===== src/rtl/imm_encoder.sv =====
// Immediate encoder: packs a 32-bit immediate into the scattered immediate
// fields of a RISC-V instruction template, range-checks it, and streams the
// encoded word with an instruction-memory byte address through a two-stage
// valid/ready pipeline.
module imm_encoder #(
  parameter int unsigned ADDR_W    = 10,
  parameter int unsigned BASE_ADDR = 0
) (
  input  logic              clk,
  input  logic              rst_n,
  input  logic              clr,
  input  logic              in_valid,
  output logic              in_ready,
  input  logic [2:0]        imm_sel,
  input  logic [31:0]       imm,
  input  logic [31:0]       base_inst,
  output logic              out_valid,
  input  logic              out_ready,
  output logic [31:0]       out_inst,
  output logic [ADDR_W-1:0] out_addr,
  output logic              out_err,
  output logic [7:0]        err_count
);

  typedef enum logic [2:0] {
    FMT_I_S   = 3'b000,
    FMT_I_U   = 3'b001,
    FMT_SHAMT = 3'b010,
    FMT_S     = 3'b011,
    FMT_B     = 3'b100,
    FMT_U     = 3'b101,
    FMT_J     = 3'b110,
    FMT_BAD   = 3'b111
  } imm_fmt_e;

  localparam logic [ADDR_W-1:0] BASE      = ADDR_W'(BASE_ADDR);
  localparam logic [ADDR_W-1:0] ADDR_STEP = ADDR_W'(4);

  imm_fmt_e          fmt;
  logic [31:0]       enc_inst;
  logic              enc_ok;
  logic              sext_11;
  logic              sext_12;
  logic              sext_20;

  logic              s1_valid;
  logic [31:0]       s1_inst;
  logic [ADDR_W-1:0] s1_addr;
  logic              s1_err;

  logic              s2_free;
  logic              accept;
  logic [ADDR_W-1:0] addr_cnt;

  assign fmt = imm_fmt_e'(imm_sel);

  // Signed range checks reduce to "all bits above the field's sign bit equal
  // the sign bit"; e.g. sext_11 <=> -2048 <= imm <= 2047.
  assign sext_11 = (imm[31:11] == '0) || (imm[31:11] == '1);
  assign sext_12 = (imm[31:12] == '0) || (imm[31:12] == '1);
  assign sext_20 = (imm[31:20] == '0) || (imm[31:20] == '1);

  // Scatter the immediate into the selected format and decide legality;
  // illegal words pass the template through untouched.
  always_comb begin
    enc_inst = base_inst;
    enc_ok   = 1'b0;
    case (fmt)
      FMT_I_S: begin
        enc_ok          = sext_11;
        enc_inst[31:20] = imm[11:0];
      end
      FMT_I_U: begin
        enc_ok          = (imm[31:12] == '0);
        enc_inst[31:20] = imm[11:0];
      end
      FMT_SHAMT: begin
        enc_ok          = (imm[31:5] == '0);
        enc_inst[24:20] = imm[4:0];
      end
      FMT_S: begin
        enc_ok          = sext_11;
        enc_inst[31:25] = imm[11:5];
        enc_inst[11:7]  = imm[4:0];
      end
      FMT_B: begin
        enc_ok          = sext_12 && !imm[0];
        enc_inst[31]    = imm[12];
        enc_inst[7]     = imm[11];
        enc_inst[30:25] = imm[10:5];
        enc_inst[11:8]  = imm[4:1];
      end
      FMT_U: begin
        enc_ok          = (imm[11:0] == '0);
        enc_inst[31:12] = imm[31:12];
      end
      FMT_J: begin
        enc_ok          = sext_20 && !imm[0];
        enc_inst[31]    = imm[20];
        enc_inst[19:12] = imm[19:12];
        enc_inst[20]    = imm[11];
        enc_inst[30:21] = imm[10:1];
      end
      default: begin
        enc_ok = 1'b0;
      end
    endcase
    if (!enc_ok) begin
      enc_inst = base_inst;
    end
  end

  // Handshake: stage2 frees up when empty or being drained this cycle.
  always_comb begin
    s2_free  = !out_valid || out_ready;
    in_ready = !clr && (!s1_valid || s2_free);
    accept   = in_valid && in_ready;
  end

  // Stage1: capture the encoded word and its address at accept.
  always_ff @(posedge clk or negedge rst_n) begin
    if (!rst_n) begin
      s1_valid <= 1'b0;
      s1_inst  <= '0;
      s1_addr  <= BASE;
      s1_err   <= 1'b0;
    end else if (clr) begin
      s1_valid <= 1'b0;
    end else if (accept) begin
      s1_valid <= 1'b1;
      s1_inst  <= enc_inst;
      s1_addr  <= addr_cnt;
      s1_err   <= !enc_ok;
    end else if (s2_free) begin
      s1_valid <= 1'b0;
    end
  end

  // Stage2: output register, held while the consumer stalls.
  always_ff @(posedge clk or negedge rst_n) begin
    if (!rst_n) begin
      out_valid <= 1'b0;
      out_inst  <= '0;
      out_addr  <= BASE;
      out_err   <= 1'b0;
    end else if (clr) begin
      out_valid <= 1'b0;
    end else if (s2_free) begin
      out_valid <= s1_valid;
      if (s1_valid) begin
        out_inst <= s1_inst;
        out_addr <= s1_addr;
        out_err  <= s1_err;
      end
    end
  end

  // Address counter: advances only on accepted legal words, wraps to zero.
  always_ff @(posedge clk or negedge rst_n) begin
    if (!rst_n) begin
      addr_cnt <= BASE;
    end else if (clr) begin
      addr_cnt <= BASE;
    end else if (accept && enc_ok) begin
      addr_cnt <= addr_cnt + ADDR_STEP;
    end
  end

  // Saturating count of error words taken in.
  always_ff @(posedge clk or negedge rst_n) begin
    if (!rst_n) begin
      err_count <= '0;
    end else if (clr) begin
      err_count <= '0;
    end else if (accept && !enc_ok && (err_count != 8'hFF)) begin
      err_count <= err_count + 8'd1;
    end
  end

endmodule


===== config.mk =====
export PLATFORM = sky130hd
export DESIGN_NAME = imm_encoder
export DESIGN_NICKNAME = d
export VERILOG_FILES = /design/src/rtl/imm_encoder.sv
export SDC_FILE = /design/constraint.sdc
export NUM_CORES = 1
export LEC_CHECK = 0
export ABC_CLOCK_PERIOD_IN_PS = 1800
export BUFFER_PORTS_ARGS = -buffer_cell sky130_fd_sc_hd__buf_4
export CORE_ASPECT_RATIO = 0.75
export CORE_MARGIN = 5
export CORE_UTILIZATION = 48
export CTS_CLUSTER_SIZE = 8
export DETAILED_ROUTE_END_ITERATION = 10
export GPL_TIMING_DRIVEN = 0
export PLACE_DENSITY = 0.76
export SYNTH_ARGS = -nofsm -noshare
export SYNTH_HDL_FRONTEND = slang
export SYNTH_SLANG_ARGS = --single-unit

===== constraint.sdc =====
create_clock -name clk -period 1.8 [get_ports clk]
set_input_delay 0.36 -clock clk [delete_from_list [all_inputs] [get_ports clk]]
set_output_delay 0.36 -clock clk [all_outputs]
set_load 0.005 [all_outputs]

==> run metrics, run 1 <==
run status=finished with violations; failing checks=negative setup slack; Least-Margin Pin Slew=slightly above 0.6 ns; Rel. slew slack=59.2%; CP most frequent cell=buf_8; share of cells above drive strength 1=47.2%; Sink Count=100; period utilisation layout=105%; H-tree depth=3; drt first pass iters=5; Comb pwr share=19.9%; Port-buffer cells=121; Post-Syn Instances=468; Initial Util=48.4%; Internal=0.00462 W; root buf cell=clkbuf_16; fraction of registers with async set/reset=100%; endpoints failing setup=14; sequential power share=44.0%; Peak VDD IR=0.534 mV; Overall Power=0.00619 W; post-layout min period=1.88 ns; CTS Buf Count=9; clk_lat worst skew=~0.34 ns; width of the die=127 µm; Top FF cell, synth=dfrtp_1; Worst Path Arrival=2.17 ns; MaxCap Viol Count=0; die area=0.0124 mm²; Final Wtd Congestion=0.884; switching pwr=0.00157 W; Crit Path Max Fanout=6; final hold vios=0; DP HPWL=9.87 mm; cts-stage hold buffer count=0; multi-input logic area=0.00267 mm²; Leak=3.34 nW; most common library cells after synthesis=dfrtp_1, nand2_1, mux2_2; HP Class=input pin to async pin; R2R depth=7; number of remaining DRC errors=0; vias in the first global route=4505; Fin Clk Skew=0.00900 ns; EDFF count, synth=0; reg-to-reg critical path endpoint=err_count[6]$_DFFE_PN0P_; post-route core utilization=71.1%; dpl cell area=0.00607 mm²; RSZ-0062 raised after global routing=yes; Worst setup EP type=flip-flop; Placed Cells incl. Taps=between 700 and 800; post-route cell area=0.00721 mm²; ant diodes=0; drt initial violations=364; area leader, netlist=dfrtp_1; worst setup margin=-0.0849 ns; GRT Total Usage=22.6%; initial antenna violation count=0; Worst R2R Start=out_valid$_DFFE_PN0P_; clk buf depth=2; syn avg cell area=10.5 µm²; Setup TNS=-0.623 ns; Seq. cell area=0.00250 mm²; Synth cell types=between 60 and 70; fin nets=699; total number of vias=4366; aggregate global routing overflow=0; Fillers=717; WS Path Type=input pin to flip-flop; PwrDens=860 mW/mm²; largest net degree at the start of global routing=roughly 100; Critical Path RT=2.08 ns; drt wl/cell=~19 µm; routed vias/inst=5.71; Area Overhead vs Synth=46.9%; drt total wl=approximately 14 mm; Core Footprint=around 0.010 mm²; CTS tree=built; R2R Setup Slk=~0.030 ns; row count=32; most common cell in the netlist=dfrtp_1; Clock transition at path regs=approximately 0.070 ns; Clk network pwr share=36.1%; Routed Antenna Nets=0; worst-path cell chain=buf_8 -> nand4_1 -> nor2_2 -> and3_4 -> o211ai_1 -> buf_4 -> nand3_4 -> buf_8 -> buf_12 -> or4_4 -> nand2_2; io pins=125; first-pass GRT wire length=22.6 mm; startpoint types=input pin; post-synthesis register bit count=100; Synth area leaders=dfrtp_1, mux2_2, nand2_1, mux2i_1, a21oi_1; Die Height=97.6 µm; slowest cell delay on critical path=0.41 ns; Yosys top cell area share=51.0%; post-synthesis sequential area ratio=between 50% and 60%; synth warn=0; Mapped Area=0.00491 mm²; critical path's slowest cell=or4_4; pins over their slew limit=0; Peak Freq=0.531 GHz; final std cells w/o fill=765; Sw Ratio=25.3%
## registers in the layout, summed over array words and instances, names as in the netlist
register / count
addr_cnt: 8
s1_addr: 8
s1_inst: 32
s1_valid: 1
out_addr: 8
s1_err: 1
out_err: 1
err_count: 8
out_valid: 1
out_inst: 32
## stage by stage
step | worst slack [ns] | hold WS, ns
5_1_grt | -0.135 | 0.0758
2_1_floorplan | -0.177 | 0.0644
4_1_cts | -0.0416 | 0.202
3_5_place_dp | -0.786 | 0.463
6_report | -0.0849 | 0.0304
3_3_place_gp | -0.729 | 0.455
## worst max-delay path by stage
stage                  from                       end  slack, ns  cells past startpoint
floorplan           imm[22]   addr_cnt[7]$_DFFE_PN0P_      -0.18                      7
global placement    imm[27]   s1_inst[21]$_DFFE_PN0P_      -0.73                      8
detailed placement  imm[27]   s1_inst[24]$_DFFE_PN0P_      -0.79                      8
CTS                 imm[24]   s1_inst[28]$_DFFE_PN0P_      -0.04                     10
global route        imm[13]  err_count[5]$_DFFE_PN0P_      -0.14                     11
finish              imm[29]  err_count[5]$_DFFE_PN0P_      -0.08                     11
## timing repair
| item | CTS | global route |
|---|---|---|
| cloned | 1 | 0 |
| setup endpoints to repair | 97 | 57 |
| gates resized for setup | 60 | 75 |
| pin swaps | 11 | 28 |
| buffers inserted | 18 | 5 |
## logic make-up after synthesis
family / Yosys count / synth area share (%)
xor+xnor: 2 / 0.357
flops: 100 / 51.0
compound gates: 97 / 14.4
buf+inv: 40 / 3.77
mux: 58 / 12.9
simple gates: 168 / 17.0
other cells: 1 / 0.0764
fa+ha+maj: 2 / 0.510
## cell type report
| cell class | instances | share of cell area, % |
|---|---|---|
| Multi-Input combinational cell | 329 | 37.1 |
| Sequential cell | 100 | 34.8 |
| Timing Repair Buffer | 146 | 17.5 |
| Clock buffer | 9 | 3.13 |
| Buffer | 26 | 2.87 |
| Tap cell | 136 | 2.36 |
| Clock inverter | 6 | 1.65 |
| Inverter | 13 | 0.677 |
## power by group through the flow
stage / clock [W] / sequential [W] / combinational (W)
after CTS: 0.00226 / 0.00273 / 0.00116
final: 0.00224 / 0.00273 / 0.00123
after global placement: 0 / 0.00275 / 0.00108
after global routing: 0.00235 / 0.00276 / 0.00134
after detailed placement: 0 / 0.00277 / 0.00111
after floorplan: 0 / 0.00274 / 0.000452
## placed cells by master (no fill, tap or decap), drive strengths merged, types with 9 or more instances in the layout
master and n:
inv 16, buf 162, a21oi 28, dfrtp 100
nand2 74, mux2 42, o21ai 19, clkbuf 19
nor2 31, nand3 12, a31o 9, mux2i 16
## critical path, delay by kind of cell
family	cells	cell delay [ns]
buffers and inverters	4	0.59
and+or+nand+nor	6	0.92
AOI/OAI and AO/OA	1	0.29
## routing by layer
layer / routed length (µm) / GRT usage (%)
met1: 6070 / 31.0
met5: 0 / 0
met2: 6980 / 36.1
met4: 264 / 5.69
met3: 1010 / 5.22
Power figures use the tool's default switching activity.
==> inputs of run 2 (changes only) <==
RECOVER_POWER = 100   (was default)
==> run 2 against run 1 <==
Compared with the run above:
- non-clock buffer count unchanged
- critical endpoint unchanged
- flip-flop and latch count did not move
- the flow still finishes with violations (negative setup slack)
- critical path type unchanged
- clock power barely moved
- via count decreased by 0.69%
- maximum frequency about the same
- worst setup slack better by 0.0011 ns
==> run metrics, run 2 (same netlist as run 1, synthesis figures left out) <==
run status=finished with violations; failing checks=negative setup slack; clk buf depth=2; hold slack=0.210 ns; dpl cell area=0.00607 mm²; worst setup margin=-0.0838 ns; Routed Antenna Nets=0; drt first pass iters=5; commonest cells after routing, fill and taps aside=dfrtp_1, buf_4, nand2_1; Worst R2R Start=out_valid$_DFFE_PN0P_; Area Overhead vs Synth=46.1%; pins over their slew limit=0; R2R depth=7; CTS tree=built; Worst Path Arrival=2.17 ns; PwrDens=858 mW/mm²; startpoint types=input pin; Initial Util=48.4%; share of cells above drive strength 1=46.6%; drt initial violations=323; Critical Path RT=between 2 and 2.5 ns; HP Class=input pin to flip-flop; post-route core utilization=70.8%; reg-to-reg critical path endpoint=err_count[6]$_DFFE_PN0P_; DP HPWL=a little under 10 mm; initial antenna violation count=0; Least-Margin Pin Slew=roughly 1.1 ns; most common cell after layout, fill and taps aside=dfrtp_1; Worst setup EP type=flip-flop; H-tree depth=3; Port-buffer cells=121; Clock transition at path regs=approximately 0.070 ns; Leak=3.30 nW; RSZ-0062 raised after global routing=yes; fin nets=699; Peak VDD IR=0.535 mV; Hold Path Origin=base_inst[3]; period utilisation layout=105%; Fillers=a little over 700; Peak Freq=0.531 GHz; endpoints failing setup=13; Fin Clk Skew=0.00861 ns; Crit Path Max Fanout=6; biggest regs=out_inst: 32 flops, s1_inst: 32 flops; number of remaining DRC errors=0; first-pass GRT wire length=between 20 and 25 mm; Final Wtd Congestion=slightly below 0.9; io pins=roughly 130; clk_lat worst skew=~0.34 ns; ant diodes=0; DP Worst Slack=-0.786 ns; die area=0.0124 mm²; Die Height=97.6 µm; total number of vias=4336; largest net degree at the start of global routing=slightly above 100; drt total wl=14.2 mm; root buf cell=clkbuf_16; Seq. cell area=0.00250 mm²; width of the die=about 130 µm; Hold Path End=s1_inst[3]$_DFFE_PN0P_; row count=32; Core Footprint=between 0.01 and 0.015 mm²; aggregate global routing overflow=0; multi-input logic area=between 0.002 and 0.003 mm²; drt wl/cell=18.6 µm; post-route cell area=0.00717 mm²; R2R Setup Slk=0.03 ns; Sink Count=100; routed vias/inst=about 5.7; final hold vios=0; Rel. slew slack=23.4%; CTS Buf Count=9; cts-stage hold buffer count=0; hold path depth=3; MaxCap Viol Count=0; post-layout min period=between 1.5 and 2 ns; GRT Total Usage=22.6%; vias in the first global route=4505; WS Path Type=input pin to flip-flop
[run 2: changes by cell type in the layout (fill, tap and decap cells not counted), sizes merged]
cell / delta
clkbuf: +46
buf: -46
[run 2: how the worst max path moves through the flow]
| stage | from | to | slack [ns] | cells past startpoint |
|---|---|---|---|---|
| 6_report | imm[29] | err_count[5]$_DFFE_PN0P_ | -0.08 | 11 |
| 4_1_cts | imm[24] | s1_inst[28]$_DFFE_PN0P_ | -0.04 | 10 |
| 3_3_place_gp | imm[27] | s1_inst[21]$_DFFE_PN0P_ | -0.73 | 8 |
| 5_1_grt | imm[13] | err_count[5]$_DFFE_PN0P_ | -0.14 | 11 |
| 3_5_place_dp | imm[27] | s1_inst[24]$_DFFE_PN0P_ | -0.79 | 8 |
| 2_1_floorplan | imm[22] | addr_cnt[7]$_DFFE_PN0P_ | -0.18 | 7 |
[run 2: critical path: stages]
cell and delay, ns:
buf_8 0.10, nand4_1 0.12, nor2_2 0.08, and3_4 0.17
o211ai_1 0.29, buf_4 0.19, nand3_4 0.09, buf_8 0.17
buf_12 0.13, or4_4 0.41, nand2_2 0.06
[run 2: report_power, final]
group	internal [W]	switching, W
Sequential	0.00255	0.000167
Combinational	0.000670	0.000527
Clock	0.00137	0.000866
Total	0.00459	0.00156
[run 2: what timing repair did]
item                                    in CTS  in global routing
gates cloned                                 1                  0
buffers inserted                            18                  5
pin swaps                                   11                 28
endpoints found under the setup margin      97                 57
gates resized for setup                     60                 75
[run 2: area by class of cell]
| type | instances | area share (%) |
|---|---|---|
| Multi-Input combinational cell | 329 | 37.2 |
| Sequential cell | 100 | 34.9 |
| Timing Repair Buffer | 146 | 17.1 |
| Clock buffer | 9 | 3.14 |
| Buffer | 26 | 2.88 |
| Tap cell | 136 | 2.37 |
| Clock inverter | 6 | 1.66 |
| Inverter | 13 | 0.681 |
[run 2: routing by layer]
metal	vias to the layer above	part of all wire, %	track usage (%)	wire [µm]
met5	-	0	0	0
met4	0	1.5	5.69	210
met3	19	6.7	5.22	952
met2	165	49	36.1	6930
met1	2166	43	31.0	6130
li1	1986	-	-	-
[run 2: stage by stage]
stage / instances / power, W / setup TNS, ns
after floorplan: 469 / 0.00319 / -2.86
after global placement: 726 / 0.00383 / -40.94
after detailed placement: 726 / 0.00387 / -44.50
after CTS: 759 / 0.00615 / -0.177
after global routing: 765 / 0.00641 / -4.26
final: 765 / 0.00615 / -0.599
==> inputs of run 3 (changes only) <==
ABC_AREA = 1   (was default)
CORE_UTILIZATION = 49   (was 48)
PLACE_DENSITY = 0.77   (was 0.76)
==> run 3 against run 2 <==
Compared with the run above:
- the run now ends clean
- combinational power is 9% lower
- clock-buffer cell count stayed put
- cell area is 5.7% lower
- largest power group unchanged
- worst hold slack worse by 0.011 ns
- sequential share of layout area is 2.1 points higher
- critical path depth is 3 lower
- power is 7.4% lower
- die area is 6.5% higher
- cell count is 24% higher
- sequential power hardly changed
- register-to-register slack better by 0.06 ns
- routed wire length is 4.3% higher
==> run metrics, run 3 <==
run status=complete, no violations; critical path's slowest cell=dfrtp_1; post-synthesis sequential area ratio=46.6%; fin nets=880; Final Wtd Congestion=approximately 0.9; WL met2=6.94 mm; HP Class=input pin to flip-flop; clk buf depth=2; biggest regs=out_inst: 32 flops, s1_inst: 32 flops; first-pass GRT wire length=23.8 mm; Seq. cell area=0.00250 mm²; Initial Util=49.6%; hold path depth=2; Mapped Area=roughly 0.0054 mm²; R2R Setup Slk=0.09 ns; Sw Ratio=approximately 28%; CTS Buf Count=9; Peak VDD IR=0.608 mV; met3 WL=905 µm; routed vias/inst=5.25; RSZ-0062 raised after global routing=no; CP bufs+invs=1; multi-input logic area=0.00251 mm²; Clk network pwr share=about a third; delay-heaviest family, CP=flip-flops; most common cell after layout, fill and taps aside=nand2_1; post-layout min period=1.71 ns; Clock transition at path regs=0.07 ns; drt wl/cell=between 15 and 20 µm; area leader, netlist=dfrtp_1; H-tree depth=3; Synth cell types=36; ant diodes=0; number of remaining DRC errors=0; vias in the first global route=slightly below 5000; startpoint types=flip-flop; die area=0.0132 mm²; io pins=125; Critical Path RT=between 2 and 2.5 ns; Core Footprint=roughly 0.011 mm²; most common cell in the netlist=nand2_1; Die Height=101 µm; drt initial violations=360; fraction of registers with async set/reset=100%; final std cells w/o fill=951; critical path depth in cells=8; PwrDens=~840 mW/mm²; sequential power share=47.5%; Post-Syn Instances=a little under 700; top sig layer=met4; root buf cell=clkbuf_16; switching pwr=approximately 0.0016 W; Comb pwr share=19.2%; Fillers=966; Peak Freq=0.586 GHz; largest net degree at the start of global routing=around 100; GRT Total Usage=22.9%; Post CTS Setup Buffer Count=0; endpoints failing setup=0; initial antenna violation count=0; row count=33; Leak=3.46 nW; DP HPWL=11.4 mm; Worst Path Arrival=1.94 ns; aggregate global routing overflow=0; Internal=0.00407 W; CTS tree=built; met1 WL=6.77 mm; Crit Path Max Fanout=10; commonest cells after routing, fill and taps aside=nand2_1, dfrtp_1, buf_4; Synth area leaders=dfrtp_1, nand2_1, mux2_2, nand3_1, o21ai_0; total number of vias=4993; clk_lat worst skew=0.34 ns; post-route core utilization=62.5%; period utilisation layout=94.9%; slowest cell delay on critical path=0.43 ns; Fin Clk Skew=around 0.006 ns; MaxCap Viol Count=0; pins over their slew limit=0; post-synthesis register bit count=100; Placed Cells incl. Taps=935; share of cells above drive strength 1=26.3%; Routed Antenna Nets=0; synth warn=0; drt total wl=about 15 mm; Least-Margin Pin Slew=between 1 and 1.5 ns; Yosys top cell area share=46.6%; Port-buffer cells=between 100 and 150; Area Overhead vs Synth=25.9%; post-route cell area=0.00676 mm²; WS Path Type=flip-flop to flip-flop; syn avg cell area=7.97 µm²; final hold vios=0; Rel. slew slack=11.0%; Sink Count=100; most common library cells after synthesis=nand2_1, dfrtp_1, nand3_1; worst-path cell chain=ha_1 -> nand3_1 -> nor2_2 -> a31oi_2 -> nand3_4 -> buf_4 -> nand3_1 -> o21ai_1; Top FF cell, synth=dfrtp_1; width of the die=131 µm; dpl cell area=0.00645 mm²; drt first pass iters=5; R2R depth=8; CP most frequent cell=nand3_1; Worst setup EP type=flip-flop; EDFF count, synth=0
[run 3: final cells by class]
class | count | share of cell area [%]
clock buffer | 9 | 3.33
buffer | 28 | 2.39
sequential | 100 | 37.0
tap | 140 | 2.59
inverter | 60 | 3.33
timing repair buffer | 121 | 13.2
clock inverter | 7 | 0.981
multi-input combinational | 486 | 37.1
[run 3: power groups by stage]
stage	Combinational, W	Clock [W]	Sequential, W
2_1_floorplan	0.000480	0	0.00272
3_3_place_gp	0.00110	0	0.00273
3_5_place_dp	0.00113	0	0.00275
4_1_cts	0.00114	0.00193	0.00271
5_1_grt	0.00122	0.00202	0.00274
6_report	0.00109	0.00190	0.00271
[run 3: path summary, 6_finish.rpt]
check                                          from                        to
setup / recovery           err_count[0]$_DFFE_PN0P_  err_count[3]$_DFFE_PN0P_
hold / removal                                  clr      s1_valid$_DFFE_PN0P_
setup reg to reg           err_count[0]$_DFFE_PN0P_  err_count[3]$_DFFE_PN0P_
hold reg to reg             s1_inst[11]$_DFFE_PN0P_   s1_inst[11]$_DFFE_PN0P_
max in group asynchronous                     rst_n       out_err$_DFFE_PN0P_
min in group asynchronous                     rst_n   s1_inst[17]$_DFFE_PN0P_
[run 3: what timing repair did]
item,in CTS,in global routing
pin swaps,0,0
resized for setup,4,8
endpoints found under the setup margin,28,44
hold buffers,0,0
[run 3: metrics by stage]
| stage | TNS (ns) | worst slack, ns | power [W] | hold slack [ns] |
|---|---|---|---|---|
| after global placement | -8.43 | -0.166 | 0.00382 | 0.461 |
| after floorplan | 0 | 0.195 | 0.00320 | 0.0644 |
| after detailed placement | -9.97 | -0.219 | 0.00388 | 0.461 |
| after global routing | 0 | 0.00424 | 0.00598 | 0.192 |
| final | 0 | 0.0926 | 0.00570 | 0.199 |
| after CTS | 0 | 0.0365 | 0.00578 | 0.190 |
[run 3: layer usage]
metal / up-vias / track usage, %
li1: 2435 / -
met1: 2359 / 32.1
met2: 171 / 36.7
met3: 28 / 4.71
met4: 0 / 5.61
met5: - / 0
[run 3: kinds of logic (layout without fill, tap and decap cells)]
group | after synthesis | count (layout) | synth area share [%]
muxes | 34 | 34 | 7.14
other | 1 | 2 | 0.0699
AOI/OAI and AO/OA | 75 | 75 | 8.00
adders and majority gates | 2 | 2 | 0.466
xor gates and xnor gates | 10 | 10 | 1.63
buffers and inverters | 88 | 225 | 7.00
DFF | 100 | 100 | 46.6
and+or+nand+nor | 363 | 363 | 29.1
